[src/rtl/toy_wb_arbiter_pkg.sv]
// ---------------------------------------------------------------------------
// toy_wb_arbiter_pkg
//
// Shared types and constants for the write-back arbiter that sits between
// the execution units' commit outputs and the integer register file.
//
// Contents:
//   REG_WIDTH, INST_IDX_WIDTH   - widths of the result value and the
//                                 scoreboard instruction tag
//   WB_NUM_REQ, WB_NUM_WP       - default requester / write-port counts
//   WB_FIFO_DEPTH               - default per-requester queue depth
//   wb_req_t                    - one write-back result
//   wb_src_e                    - requester ids (LSU, ALU, MEXT, CSR)
//   wb_waw_hit()                - two results target the same real register
//   wb_commit_wr_en()           - regfile write enable for a committed result
// ---------------------------------------------------------------------------
package toy_wb_arbiter_pkg;

  localparam int REG_WIDTH      = 32;
  localparam int INST_IDX_WIDTH = 6;

  localparam int WB_NUM_REQ    = 4;
  localparam int WB_NUM_WP     = 2;
  localparam int WB_FIFO_DEPTH = 2;

  // One result travelling from an execution unit to the register file.
  typedef struct packed {
    logic [4:0]                index;
    logic                      wr_en;
    logic [REG_WIDTH-1:0]      val;
    logic [INST_IDX_WIDTH-1:0] inst_idx;
  } wb_req_t;

  // Requester ids; the position of a requester in req_* matches these.
  typedef enum logic [1:0] {
    WB_SRC_LSU  = 2'd0,
    WB_SRC_ALU  = 2'd1,
    WB_SRC_MEXT = 2'd2,
    WB_SRC_CSR  = 2'd3
  } wb_src_e;

  // Two results collide when both really write the same architectural
  // register. Writes to x0 never collide because they are discarded.
  function automatic logic wb_waw_hit(input wb_req_t a, input wb_req_t b);
    return a.wr_en && b.wr_en && (a.index == b.index) && (a.index != 5'd0);
  endfunction

  // A result still commits when it targets x0, but the regfile must not
  // be written.
  function automatic logic wb_commit_wr_en(input wb_req_t e);
    return e.wr_en && (e.index != 5'd0);
  endfunction

endpackage

[src/rtl/toy_wb_arbiter_fifo.sv]
// ---------------------------------------------------------------------------
// toy_wb_fifo
//
// Small in-order queue holding write-back results for one requester.
// Count, pointers and storage are all registered; the head entry is read
// straight from storage so the arbiter sees it in the cycle after a push.
//
// Parameters:
//   DEPTH      entries, power of two, >= 2
//
// Ports:
//   clk        clock
//   rst        synchronous active-high reset, empties the queue
//   flush      empties the queue at the next edge (wins over push/pop)
//   push       write push_data at the tail (ignored when full)
//   pop        drop the head entry (ignored when empty)
//   push_data  entry to enqueue
//   full       queue holds DEPTH entries
//   empty      queue holds no entries
//   head       oldest entry; only meaningful when !empty
//   count      number of entries held
// ---------------------------------------------------------------------------
module toy_wb_fifo
  import toy_wb_arbiter_pkg::*;
#(
  parameter int DEPTH = 2,
  localparam int AW   = $clog2(DEPTH),
  localparam int CW   = $clog2(DEPTH + 1)
) (
  input  logic          clk,
  input  logic          rst,
  input  logic          flush,
  input  logic          push,
  input  logic          pop,
  input  wb_req_t       push_data,
  output logic          full,
  output logic          empty,
  output wb_req_t       head,
  output logic [CW-1:0] count
);

  wb_req_t       mem [DEPTH];
  logic [AW-1:0] rd_ptr;
  logic [AW-1:0] wr_ptr;
  logic          do_push;
  logic          do_pop;

  assign full  = (count == CW'(DEPTH));
  assign empty = (count == '0);
  assign head  = mem[rd_ptr];

  // Guard against pushing into a full queue or popping an empty one so
  // that the count can never wrap, whatever the caller does.
  assign do_push = push && !full;
  assign do_pop  = pop && !empty;

  // Pointers and count. DEPTH is a power of two, so the pointers wrap
  // naturally at their width. Flush and reset share the same clear path.
  always_ff @(posedge clk) begin
    if (rst || flush) begin
      rd_ptr <= '0;
      wr_ptr <= '0;
      count  <= '0;
    end else begin
      if (do_push) begin
        wr_ptr <= wr_ptr + AW'(1);
      end
      if (do_pop) begin
        rd_ptr <= rd_ptr + AW'(1);
      end
      if (do_push && !do_pop) begin
        count <= count + CW'(1);
      end else if (do_pop && !do_push) begin
        count <= count - CW'(1);
      end
    end
  end

  // Storage needs no reset: an entry is only ever read after it has been
  // written, because empty gates every consumer of head.
  always_ff @(posedge clk) begin
    if (do_push && !rst && !flush) begin
      mem[wr_ptr] <= push_data;
    end
  end

endmodule

[src/rtl/toy_wb_arbiter.sv]
// ---------------------------------------------------------------------------
// toy_wb_arbiter
//
// Shares NUM_WP register-file write ports among NUM_REQ execution units.
// Each unit owns a small FIFO behind a valid/ready handshake. Every cycle
// the non-empty FIFO heads are scanned round-robin starting at rr_ptr and
// up to NUM_WP of them are granted, one per requester, in scan order onto
// ports 0, 1, ... . Granted heads pop in the same cycle and the winners are
// presented one cycle later on registered wp_* outputs.
//
// Parameters:
//   NUM_REQ     requesters (0=LSU, 1=ALU, 2=MEXT, 3=CSR), >= 2
//   NUM_WP      write ports, 1..NUM_REQ
//   FIFO_DEPTH  entries per requester FIFO, power of two, >= 2
//
// Ports:
//   clk         clock
//   rst         synchronous active-high reset
//   flush       pipeline kill: empty all FIFOs, drop pushes, no grants
//   hold        regfile busy: no grants and no pops this cycle
//   req_vld     per-requester result valid
//   req_rdy     per-requester FIFO can accept
//   req_data    per-requester result
//   wp_vld      write-port slot carries a commit
//   wp_wr_en    regfile write enable (suppressed for x0)
//   wp_data     committed entry (zero when the slot is idle)
//   wp_src      requester id that owns the slot
//   occupancy   per-FIFO entry count
// ---------------------------------------------------------------------------
module toy_wb_arbiter
  import toy_wb_arbiter_pkg::*;
#(
  parameter int NUM_REQ    = WB_NUM_REQ,
  parameter int NUM_WP     = WB_NUM_WP,
  parameter int FIFO_DEPTH = WB_FIFO_DEPTH,
  localparam int SRC_W     = $clog2(NUM_REQ),
  localparam int OCC_W     = $clog2(FIFO_DEPTH + 1)
) (
  input  logic                             clk,
  input  logic                             rst,
  input  logic                             flush,
  input  logic                             hold,
  input  logic [NUM_REQ-1:0]               req_vld,
  output logic [NUM_REQ-1:0]               req_rdy,
  input  wb_req_t [NUM_REQ-1:0]            req_data,
  output logic [NUM_WP-1:0]                wp_vld,
  output logic [NUM_WP-1:0]                wp_wr_en,
  output wb_req_t [NUM_WP-1:0]             wp_data,
  output logic [NUM_WP-1:0][SRC_W-1:0]     wp_src,
  output logic [NUM_REQ-1:0][OCC_W-1:0]    occupancy
);

  // -------------------------------------------------------------------------
  // Per-requester FIFOs
  // -------------------------------------------------------------------------
  logic [NUM_REQ-1:0] fifo_full;
  logic [NUM_REQ-1:0] fifo_empty;
  logic [NUM_REQ-1:0] fifo_push;
  logic [NUM_REQ-1:0] fifo_pop;
  wb_req_t            fifo_head [NUM_REQ];

  // Ready comes from the count before this cycle's pop, so a full FIFO
  // only reopens the cycle after it drains. Flush and reset close every
  // door so nothing sneaks in while the queues are being cleared.
  assign req_rdy   = ~fifo_full & {NUM_REQ{!flush && !rst}};
  assign fifo_push = req_vld & req_rdy;

  for (genvar r = 0; r < NUM_REQ; r++) begin : g_fifo
    toy_wb_fifo #(
      .DEPTH (FIFO_DEPTH)
    ) u_fifo (
      .clk       (clk),
      .rst       (rst),
      .flush     (flush),
      .push      (fifo_push[r]),
      .pop       (fifo_pop[r]),
      .push_data (req_data[r]),
      .full      (fifo_full[r]),
      .empty     (fifo_empty[r]),
      .head      (fifo_head[r]),
      .count     (occupancy[r])
    );
  end

  // -------------------------------------------------------------------------
  // Round-robin scan with WAW guard
  // -------------------------------------------------------------------------
  logic [SRC_W-1:0]  rr_ptr;
  logic [SRC_W-1:0]  rr_next;
  logic              arb_enable;
  logic [SRC_W-1:0]  scan_id [NUM_REQ];
  logic [NUM_REQ-1:0] scan_elig;
  logic [NUM_REQ-1:0] grant_mask;
  logic [NUM_WP-1:0] slot_vld;
  logic [SRC_W-1:0]  slot_src  [NUM_WP];
  wb_req_t           slot_data [NUM_WP];
  int                rank;

  assign arb_enable = !hold && !flush && !rst;
  assign fifo_pop   = grant_mask;

  // Position off in the scan visits requester (rr_ptr + off) mod NUM_REQ.
  always_comb begin
    for (int off = 0; off < NUM_REQ; off++) begin
      scan_id[off] = SRC_W'((int'(rr_ptr) + off) % NUM_REQ);
    end
  end

  // A head is eligible when it exists and no earlier head in scan order
  // writes the same real register. Comparing against every earlier head
  // (not just the winners) gives the same answer: a head that lost to a
  // WAW clash shares its index with an earlier winner, and a head that
  // lost for lack of ports makes everything after it lose too.
  always_comb begin
    scan_elig = '0;
    for (int off = 0; off < NUM_REQ; off++) begin
      scan_elig[off] = arb_enable && !fifo_empty[scan_id[off]];
      for (int prev = 0; prev < off; prev++) begin
        if (!fifo_empty[scan_id[prev]] &&
            wb_waw_hit(fifo_head[scan_id[prev]], fifo_head[scan_id[off]])) begin
          scan_elig[off] = 1'b0;
        end
      end
    end
  end

  // Hand out ports in scan order: the k-th eligible head lands on port k.
  // The pointer follows the last winner so the next scan starts just past
  // it; with no winner it stays where it was.
  always_comb begin
    rank       = 0;
    grant_mask = '0;
    slot_vld   = '0;
    rr_next    = rr_ptr;
    for (int k = 0; k < NUM_WP; k++) begin
      slot_src[k]  = '0;
      slot_data[k] = '0;
    end
    for (int off = 0; off < NUM_REQ; off++) begin
      if (scan_elig[off]) begin
        for (int k = 0; k < NUM_WP; k++) begin
          if (rank == k) begin
            slot_vld[k]  = 1'b1;
            slot_src[k]  = scan_id[off];
            slot_data[k] = fifo_head[scan_id[off]];
          end
        end
        if (rank < NUM_WP) begin
          grant_mask[scan_id[off]] = 1'b1;
          rr_next = SRC_W'((int'(scan_id[off]) + 1) % NUM_REQ);
        end
        rank = rank + 1;
      end
    end
  end

  // -------------------------------------------------------------------------
  // Output registers and round-robin pointer
  // -------------------------------------------------------------------------

  // Every grant shows up for exactly one cycle; idle slots are driven to
  // zero so downstream logic never sees stale data on an idle port.
  always_ff @(posedge clk) begin
    if (rst) begin
      rr_ptr   <= '0;
      wp_vld   <= '0;
      wp_wr_en <= '0;
      wp_data  <= '0;
      wp_src   <= '0;
    end else begin
      rr_ptr <= rr_next;
      wp_vld <= slot_vld;
      for (int k = 0; k < NUM_WP; k++) begin
        wp_wr_en[k] <= slot_vld[k] && wb_commit_wr_en(slot_data[k]);
        wp_data[k]  <= slot_vld[k] ? slot_data[k] : '0;
        wp_src[k]   <= slot_src[k];
      end
    end
  end

endmodule

[config.mk]
export PLATFORM = sky130hd
export DESIGN_NAME = toy_wb_arbiter
export DESIGN_NICKNAME = d
export VERILOG_FILES = /design/src/rtl/toy_wb_arbiter_pkg.sv /design/src/rtl/toy_wb_arbiter_fifo.sv /design/src/rtl/toy_wb_arbiter.sv
export SDC_FILE = /design/constraint.sdc
export NUM_CORES = 1
export LEC_CHECK = 0
export CAP_MARGIN = 30
export CORE_MARGIN = 10
export CORE_UTILIZATION = 57
export CTS_CLUSTER_SIZE = 16
export DETAILED_ROUTE_END_ITERATION = 10
export PLACE_DENSITY = 0.93
export SLEW_MARGIN = 0
export SYNTH_ARGS = -nofsm -noshare
export SYNTH_HDL_FRONTEND = slang
export SYNTH_HIERARCHICAL = 1
export SYNTH_SLANG_ARGS = --single-unit
[constraint.sdc]
create_clock -name clk -period 8.6 [get_ports clk]
set_input_delay 0.86 -clock clk [delete_from_list [all_inputs] [get_ports clk]]
set_output_delay 0.86 -clock clk [all_outputs]
set_load 0.01 [all_outputs]
* Word-level counts from Yosys, hierarchy flattened
Memories as Yosys holds them, arrays and structs flattened. A register that Yosys moved wholly into a read port is not among the register bits.
Cells that the tools add are included.
** Storage, ports and cells
- Register bits after elaboration :: 114
- Bits in latches :: 0
- RAM bits :: 352
- Memory bits (read-only) :: 0
- Output and inout bits :: 108
- Logic and storage cells :: 303
- Memories kept :: 4
** Cells by class
- Add/sub/neg operators :: 24
- Multipliers :: 0
- Divide/modulo/power cells :: 0
- $lt $le $gt $ge :: 15
- Equality and inequality tests :: 13
- Shifts and indexed selects :: 0
- Muxes and demuxes :: 105
- Bitwise logic cells :: 12
- Reduce and logical (&&, ||, !) cells :: 105
** Memories
- g_fifo[0].u_fifo.mem :: depth 2, bits a word 44, read ports 1, clocked after Yosys merged registers in 1, write ports 1, line toy_wb_arbiter_fifo.sv:42 : wb_req_t mem [DEPTH];
- g_fifo[1].u_fifo.mem :: depth 2, bits a word 44, read ports 1, clocked after Yosys merged registers in 1, write ports 1, line toy_wb_arbiter_fifo.sv:42
- g_fifo[2].u_fifo.mem :: depth 2, bits a word 44, read ports 1, clocked after Yosys merged registers in 1, write ports 1, line toy_wb_arbiter_fifo.sv:42
- g_fifo[3].u_fifo.mem :: depth 2, bits a word 44, read ports 1, clocked after Yosys merged registers in 1, write ports 1, line toy_wb_arbiter_fifo.sv:42
** Operators with widths (number)
- 2-to-1 mux 44 bit :: 15
- binary-select mux 44 bit (select 2 bit) :: 4
- 2-to-1 mux 88 bit :: 3
- equality test 32 x 2 -> 1 bit (second input constant) :: 3
- zero test 32 bit :: 3
- less-than comparator 32 x 3 -> 1 bit (second input constant) :: 3
- adder 32 x 2 -> 32 bit (second input constant) :: 2
- 2-to-1 mux 32 bit :: 2
- logical AND 1 bit :: 63
- 2-to-1 mux 2 bit :: 25
- 2-to-1 mux 4 bit :: 10
- 2-to-1 mux 1 bit :: 38
- equality test 5 bit :: 6
- nonzero test 5 bit :: 5
- zero test 1 bit :: 23
- adder 2 x 1 -> 2 bit (second input constant) :: 8
- >= comparator 3 bit (second input constant) :: 4
- less-than comparator 2 x 3 -> 1 bit (second input constant) :: 4
- NOT 2 -> 3 bit :: 4
- OR 4 bit :: 3
- adder 1 bit (second input constant) :: 8
- AND 4 bit :: 2
- binary-select mux 1 bit (select 2 bit) :: 4
- demux 1 bit (select 2 bit) :: 4
- other kinds (10) :: 28

* Logic depth before layout (Yosys ltp)
Gate-level depths: netlist of run 1.
- Depth after elaboration :: 21
- Gate-level depth with buffers :: 23
- Depth with buffers taken out :: 17

* Modules after synthesis
The synthesis of run 1 kept the hierarchy.
** By module, submodules not included
- toy_wb_fifo :: instances 4, cells an instance 165, area each 3397.0 um2
- toy_wb_arbiter :: instances 1, cells an instance 1117, area each 10383.7 um2

* Least setup slack after synthesis of run 1
Ideal clock, no wire load.
- Path kind :: input-to-reg
- Start point :: input port rst
- End point :: memory g_fifo[0].u_fifo/mem[0][0] (netlist bit), enable pin
- Library setup time :: 555 ps
- Arrival :: 5875 ps
- Required time :: 8045 ps
- Setup slack :: 2170 ps
- Stages :: 5
- Cells stage by stage :: or2_2 nor2_1 and2_1 inv_1 nor4_1
** On the way
- Cells in the longest elaborated chain, start to end :: 9
** Ends and longest elaborated chain
- start, declared :: line toy_wb_arbiter.sv:40 : input logic rst,
- zero test 1 bit :: line toy_wb_arbiter.sv:65 : assign req_rdy = ~fifo_full & {NUM_REQ{!flush && !rst}};
- logical AND 1 bit :: line toy_wb_arbiter.sv:65
- AND 4 bit :: line toy_wb_arbiter.sv:65
- named net req_rdy[0] :: line toy_wb_arbiter.sv:44 : output logic [NUM_REQ-1:0] req_rdy,
- AND 4 bit :: line toy_wb_arbiter.sv:66 : assign fifo_push = req_vld & req_rdy;
- named net fifo_push[0] :: line toy_wb_arbiter.sv:58 : logic [NUM_REQ-1:0] fifo_push;
- logical AND 1 bit :: line toy_wb_arbiter_fifo.sv:54 : assign do_push = push && !full;
- logical AND 1 bit (2 in series) :: line toy_wb_arbiter_fifo.sv:82 : if (do_push && !rst && !flush) begin
- 2-to-1 mux 1 bit :: line toy_wb_arbiter_fifo.sv:82
- 2-to-1 mux 1 bit (not written as such) :: line toy_wb_arbiter_fifo.sv:83 : mem[wr_ptr] <= push_data;
- end, declared :: line toy_wb_arbiter_fifo.sv:42
The timed path passes the listed nets, and every way through them passes these cells.

* Final worst setup path of run 1
- Start point :: register rr_ptr[1]
- End point :: register wp_data[75] (netlist bit)
** On the way
- Cells in the longest elaborated chain, start to end :: 18
- Elaborated cells between the ends (all ways) :: 96
- Classes of those cells :: add/sub (5); eq/ne (9); mux (41); bitwise (5); reduce/logical (36)
** Ends and longest elaborated chain
- start, declared :: line toy_wb_arbiter.sv:88 : logic [SRC_W-1:0] rr_ptr;
- start signal, assigned :: line toy_wb_arbiter.sv:171 : rr_ptr <= rr_next;
- parallel branches: the longest is 18 deep, another holds adder 32 x 2 -> 32 bit
- end signal, assigned by index :: line toy_wb_arbiter.sv:175 : wp_data[k] <= slot_vld[k] ? slot_data[k] : '0;
- end, declared :: line toy_wb_arbiter.sv:48 : output wb_req_t [NUM_WP-1:0] wp_data,
Several ways; the timed one is not identified. The select of a mux whose other input is x is not followed.
A chain may end at the register's enable or synchronous reset.

==> results of run 1 <==
state kept, by name, indices dropped and copies added (netlist names), named ones only:
name / cells
g_fifo.u_fifo/count: 8
g_fifo.u_fifo/mem: 352
g_fifo.u_fifo/rd_ptr: 4
g_fifo.u_fifo/wr_ptr: 4
rr_ptr: 2
wp_data: 88
wp_src: 4
wp_vld: 2
wp_wr_en: 2
per-stage QoR:
step,power (mW),std cells,setup slack [ns]
6_report,4.85,2585,1.99
5_1_grt,4.97,2585,1.90
4_1_cts,4.86,2581,1.79
3_5_place_dp,2.81,2495,1.80
3_3_place_gp,2.80,2488,2.11
2_1_floorplan,2.65,1777,2.17
logic make-up (layout without fill, tap and decap cells):
kind of cell,count (synthesis),after routing,share of synthesized area
flops,470,470,0.539
simple gates,414,414,0.0852
mux,375,375,0.229
compound gates,286,286,0.0900
buf+inv,175,441,0.0329
xor+xnor,42,42,0.0153
fa+ha+maj,15,15,0.00814
other cells,0,3,0
layout make-up:
| cell class | instances | area, µm² |
|---|---|---|
| diodes | 3 | 7.51 |
| well taps | 539 | 674 |
| multi-input cells | 1132 | 10400 |
| flip-flops and latches | 470 | 12900 |
| fillers | 2626 | 12800 |
| inverters | 30 | 114 |
| clock inverters | 30 | 303 |
| clock buffers | 56 | 1250 |
| repair buffers | 325 | 3250 |
Yosys cell counts (all sizes together), types with 5 or more instances:
cell type / instances / area (µm²)
a211oi: 10 / 105
a21oi: 36 / 180
a32o: 25 / 250
a32oi: 7 / 61.3
and2: 17 / 106
and3: 27 / 169
buf: 59 / 354
clkbuf: 86 / 323
dfxtp: 118 / 2360
edfxtp: 352 / 10600
ha: 14 / 175
inv: 29 / 109
mux2: 216 / 2430
mux2i: 42 / 420
mux4: 117 / 2640
nand2: 148 / 563
nand3: 12 / 60.1
nor2: 70 / 263
nor2b: 5 / 41.3
nor3: 66 / 335
nor4: 12 / 75.1
nor4b: 25 / 219
o211a: 28 / 280
o211ai: 8 / 60.1
o21ai: 83 / 415
o221a: 10 / 113
o221ai: 27 / 236
o22ai: 12 / 75.1
o41ai: 10 / 87.6
or2: 7 / 43.8
or3: 14 / 87.6
xnor2: 17 / 149
xor2: 25 / 219
power breakdown:
group | switching, mW | leakage, nW | internal (mW)
registers | 0.00783 | 4.13 | 2.45
clock network | 0.887 | 0.764 | 1.19
logic | 0.158 | 4.59 | 0.159
total | 1.05 | 9.48 | 3.80
worst min-delay path: stages (launching register included):
cell	delay, ns
dfxtp_1	0.33
xor2_1	0.08
nor2_1	0.07
metal layers:
metal  share of wire  GRT usage  vias to the layer above
met5         0.00034          0                        -
met4           0.053      0.131                        4
met3            0.10     0.0673                      338
met2            0.48      0.495                     1319
met1            0.36      0.368                     8970
li1                -          -                     7455
path summary, 6_finish.rpt:
path / from / end / slack (ns) / depth (start not counted)
min: g_fifo[0].u_fifo/rd_ptr / register / 0.51 / 2
min reg2reg: g_fifo[0].u_fifo/rd_ptr / register / 0.51 / 2
max: rr_ptr[1] / wp_data[75] / 1.99 / 14
max reg2reg: rr_ptr[1] / wp_data[75] / 1.99 / 14
==> implementation parameters, run 1 <==
Parameter                              Value

Clock network
  Total of hold buffers inserted after clock tree synthesis ... 0
  CTS Buf Count ... 47
  Buffer count from post-CTS setup fixing ... 0
  Clock root buffer master ... clkbuf_16
  Clock tree from TritonCTS ... yes
  Post_cts resized ... 0
  Clock network latency to the later pin of the worst-skew pair ... 0.59 ns
  Max H-tree Level ... 2
  Clk sink count ... 470
  Clock transition at the registers of the reported paths ... 0.07 ns
  Maximum buffer depth of the clock tree ... 3

Global route
  Initial antenna violation count ... 7
  Global-route wire length before repair ... 114000 µm
  Number of global-route vias before repair ... 18100
  Overflow left after global routing ... 0
  Largest net degree at the start of global routing ... 87
  Combined global-route utilization of all metal layers ... 0.298

Timing
  RSZ-0062 raised after global routing ... no
  Transition at the pin with the smallest max-transition slack ... 1.05 ns
  Share of the clock period used by the worst path ... 0.768
  Relative slew margins ... 0.295
  Hold Fails Final Rpt ... 0
  Final setup violation count ... 0
  Final setup TNS ... 0 ns
  Time the final worst path needs with I/O delays and setup ... 6.61 ns
  Final hold slack ... 0.510 ns
  Number of slew-limit violations in the final report ... 0
  Highest clock rate ... 151 MHz
  Clock skew after layout ... 0.0142 ns

Placed design
  HPWL after detailed placement ... 50100 µm
  Number of buffer cells added on primary ports ... 291
  Final weighted congestion of routability-driven global placement ... 0.929
  Post-DP Area ... 27300 µm²

Run
  Maxcap violations ... 0

Detailed routing
  Via density per instance ... 7.00
  Via count ... 18100
  Detail Route Antenna Nets ... 0
  Number of design-rule violations left by the first detailed-router iteration ... 2422
  Mean routed wirelength per cell ... 29.8 µm
  Detailed-routing iteration count for the pre-antenna-repair pass ... 7
  Residual DRC ... 0
  Aggregate routed wire length ... 76900 µm

Final layout
  Leading cell type in the layout, fill and taps excluded ... edfxtp_1
  Share of cells above drive strength 1 ... 0.246
  Core utilization of the finished layout ... 0.693
  Most frequent cells in the layout ... 352 x edfxtp_1, 291 x clkdlybuf4s50_1, 216 x mux2_2
  Total number of nets in the final design ... 2205
  Layout Cell Area excl Fill ... 28900 µm²
  Signed area change from the synthesized netlist to the final layout ... 20.6%

Floorplan
  Die height ... 225 µm
  Chip Width ... 225 µm
  Die Footprint ... 50700 µm²
  Row count ... 75
  Starting density of the core ... 0.574
  Area inside the core boundary ... 41800 µm²
  I/O Pins ... 292

Hold path
  HP Class ... reg -> reg

Synthesis
  Cell area after synthesis ... 24000 µm²
  Count of flip-flops with a built-in enable after synthesis ... 352
  Post-synthesis async set-or-reset flop share ... 0
  Dominant register cell in the synthesized netlist ... edfxtp_1
  Share of synthesized area occupied by flip-flops and latches ... 0.539
  Average cell area after synthesis ... 13.5 µm²
  Register bit total from synthesis ... 470
  Netlist cell types ... 67
  Syn nets ... 1976
  Post-synthesis instance total ... 1777
  Yosys synthesis warning count ... 6

Setup path
  Critical path data arrival time ... 7.10 ns
  Worst Path Buf+Inv ... 4
  CP peak stage delay ... 0.84 ns
  Worst path cell trace ... clkinv_2, ha_4, mux4_2, xor2_1, nor4_1, a41oi_4, buf_4, inv_1, ha_1, and2_1, a2111o_1, a21o_4, inv_2, o211a_1
  CP max-delay cell ... ha_4
  Cell family with the largest share of critical-path delay ... compound AO/OA/AOI/OAI gates
  Crit Path Category ... reg -> reg
  CP Launch Type ... register
  CP endpoint kind ... register
  Critical path required time ... 9.10 ns
  Maximum fanout encountered on the critical timing path ... 54

Power
  Cell Pwr Density ... 168 nW/µm²
  IR drop worst, VDD ... 0.164 mV
  Static leakage power ... 9.48 nW

Outcome
  Run status ... finished clean
(Power assumes the default switching activity.)
==> run 2, diff against run 1 <==
--- a/config.mk
+++ b/config.mk
@@ -7,10 +7,10 @@
 export LEC_CHECK = 0
 export CAP_MARGIN = 30
 export CORE_MARGIN = 10
-export CORE_UTILIZATION = 57
+export CORE_UTILIZATION = 51
 export CTS_CLUSTER_SIZE = 16
 export DETAILED_ROUTE_END_ITERATION = 10
-export PLACE_DENSITY = 0.93
+export PLACE_DENSITY = 0.89
 export SLEW_MARGIN = 0
 export SYNTH_ARGS = -nofsm -noshare
 export SYNTH_HDL_FRONTEND = slang
==> constraint.sdc (replaced) <==
create_clock -name clk -period 5.8 [get_ports clk]
set_input_delay 0.58 -clock clk [delete_from_list [all_inputs] [get_ports clk]]
set_output_delay 0.58 -clock clk [all_outputs]
set_load 0.01 [all_outputs]
==> run 2 against run 1 <==
Via count shrank 1.8%. Wire length decreased by 2.5%. Highest routed layer unchanged. Total power rose by 51%. Global-route usage down 4.1 points. Critical endpoint is now wp_wr_en[0]. Critical path type unchanged.
==> implementation parameters, run 2 (synthesis gave the netlist of run 1 again) <==
Parameter                              Value

Global route
  Global-route wire length before repair ... 111000 µm (-2.1%)
  Overflow left after global routing ... 0 (unchanged)
  Number of global-route vias before repair ... 18200 (+0.50%)
  Largest net degree at the start of global routing ... 126 (+45%)
  Combined global-route utilization of all metal layers ... 0.257 (-0.0413)
  Initial antenna violation count ... 13 (+6)

Clock network
  Clock tree from TritonCTS ... yes
  Post_cts resized ... 0 (unchanged)
  Clk sink count ... 470 (unchanged)
  Maximum buffer depth of the clock tree ... 3 (unchanged)
  Clock transition at the registers of the reported paths ... 0.06 ns (about the same)
  Total of hold buffers inserted after clock tree synthesis ... 0 (unchanged)
  CTS Buf Count ... 50 (+6.4%)
  Max H-tree Level ... 2 (unchanged)
  Buffer count from post-CTS setup fixing ... 0 (unchanged)
  Clock network latency to the later pin of the worst-skew pair ... 0.60 ns (about the same)
  Clock root buffer master ... clkbuf_16

Placed design
  Final weighted congestion of routability-driven global placement ... 0.925 (-0.44%)
  HPWL after detailed placement ... 48400 µm (-3.4%)
  Number of placed cells counting well taps ... 2575 (+3.2%)
  Pre-CTS setup slack ... 0.428 ns (-1.37 ns)
  Post-DP Area ... 27500 µm² (+0.54%)
  Number of buffer cells added on primary ports ... 291 (unchanged)

Final layout
  Leading cell type in the layout, fill and taps excluded ... edfxtp_1
  Layout Cell Area excl Fill ... 29100 µm² (+0.75%)
  Signed area change from the synthesized netlist to the final layout ... 21.6%
  Largest register FFs ... 352 (unchanged)
  Largest register by flop count ... g_fifo.u_fifo/mem
  Layout filler cell count ... 3336 (+27%)
  Registers with the highest flip-flop counts ... g_fifo.u_fifo/mem: 352 flops, wp_data: 88 flops, g_fifo.u_fifo/count: 8 flops
  Final instance count without filler cells ... 2674 (+3.4%)
  Most frequent cells in the layout ... 352 x edfxtp_1, 291 x clkdlybuf4s50_1, 216 x mux2_2
  Total number of nets in the final design ... 2219 (+0.63%)
  Share of cells above drive strength 1 ... 0.249 (+0.00319)

Detailed routing
  Detail Route Antenna Nets ... 0 (unchanged)
  Via density per instance ... 6.64 (-5.1%)
  Aggregate routed wire length ... 75000 µm (-2.5%)
  Via count ... 17800 (-1.8%)
  Detailed-routing iteration count for the pre-antenna-repair pass ... 6 (-1)
  Mean routed wirelength per cell ... 28.0 µm (-5.7%)
  Residual DRC ... 0 (unchanged)
  Number of design-rule violations left by the first detailed-router iteration ... 2084 (-14%)

Floorplan
  Die height ... 237 µm (+5.2%)
  Area inside the core boundary ... 46600 µm² (+11%)
  I/O Pins ... 292 (unchanged)
  Row count ... 79 (+5.3%)
  Die Footprint ... 56100 µm² (+11%)
  Chip Width ... 237 µm (+5.2%)
  Starting density of the core ... 0.515 (-0.0592)

Setup path
  Most used cell, CP ... buf_4
  Crit Path Category ... reg -> reg
  CP Launch Type ... register
  CP endpoint kind ... register
  Worst path cell trace ... buf_4, mux2_2, mux4_2, xor2_1, nor4_1, a41oi_4, inv_1, ha_1, and2_1, or4_4, a2111oi_4, buf_4, a21oi_1, a211oi_1
  CP max-delay cell ... mux4_2
  Cell family with the largest share of critical-path delay ... compound AO/OA/AOI/OAI gates
  Critical path required time ... 6.25 ns (-2.85 ns)
  CP peak stage delay ... 0.54 ns (-0.30 ns)
  Maximum fanout encountered on the critical timing path ... 28 (-48%)
  Critical path data arrival time ... 5.93 ns (-1.17 ns)
  Worst Path Buf+Inv ... 3 (-1)

Timing
  Transition at the pin with the smallest max-transition slack ... 1.06 ns (+0.00835 ns)
  Share of the clock period used by the worst path ... 0.945 (+0.177)
  Number of slew-limit violations in the final report ... 0 (unchanged)
  Highest clock rate ... 182 MHz (+21%)
  Final hold slack ... 0.512 ns (+0.00186 ns)
  Relative slew margins ... 0.289 (-0.00559)
  Final setup violation count ... 0 (unchanged)
  RSZ-0062 raised after global routing ... no
  Final setup TNS ... 0 ns (unchanged)
  Clock skew after layout ... 0.0149 ns (+0.000677 ns)
  Post-layout worst setup margin ... 0.320 ns (-1.67 ns)
  Hold Fails Final Rpt ... 0 (unchanged)
  Time the final worst path needs with I/O delays and setup ... 5.48 ns (-1.13 ns)

Power
  Cell Pwr Density ... 251 nW/µm² (+50%)
  IR drop worst, VDD ... 0.233 mV (+42%)
  Static leakage power ... 9.56 nW (+0.85%)

Outcome
  Run status ... finished clean

Run
  Maxcap violations ... 0 (unchanged)

Hold path
  HP Class ... reg -> reg
[run 2: metal layers]
metal  part of all wire  global-route usage  wire, µm  vias up
met5             0.0013                   0        94        -
met4              0.048               0.125      3580       14
met3               0.10              0.0643      7680      280
met2               0.47               0.411     35500     1201
met1               0.38               0.320     28100     8785
li1                   -                   -         -     7480
[run 2: tightest hold or removal path, cell delays in order (launching register included)]
cell and delay, ns:
dfxtp_1 0.32, xor2_1 0.08, nor2_1 0.08
[run 2: where the power goes]
part / switching, mW / internal, mW
clock network: 1.34 / 1.87
registers: 0.00948 / 3.63
logic: 0.223 / 0.235
[run 2: per-stage QoR]
step | utilization | power, mW
after floorplan | - | 3.93
after CTS | 0.626 | 7.34
after global routing | 0.626 | 7.50
after detailed placement | 0.590 | 4.16
final | 0.626 | 7.31
after global placement | 0.590 | 4.14
[run 2: final cells by class]
class,instances,area [µm²],share of cell area
antenna,6,15.0,0.000515
multi-input combinational,1132,10400,0.356
clock inverter,25,235,0.00807
inverter,30,114,0.00391
clock buffer,68,1400,0.0481
tap,607,759,0.0261
timing repair buffer,336,3290,0.113
sequential,470,12900,0.444
[run 2: path summary, 6_finish.rpt]
path / startpoint / to / slack [ns] / cells past startpoint
worst max register to register: register / wp_wr_en[0] / 0.32 / 14
worst max-delay path: register / wp_wr_en[0] / 0.32 / 14
worst min register to register: g_fifo[1].u_fifo/rd_ptr / g_fifo[1].u_fifo/rd_ptr / 0.51 / 2
worst min-delay path: g_fifo[1].u_fifo/rd_ptr / g_fifo[1].u_fifo/rd_ptr / 0.51 / 2
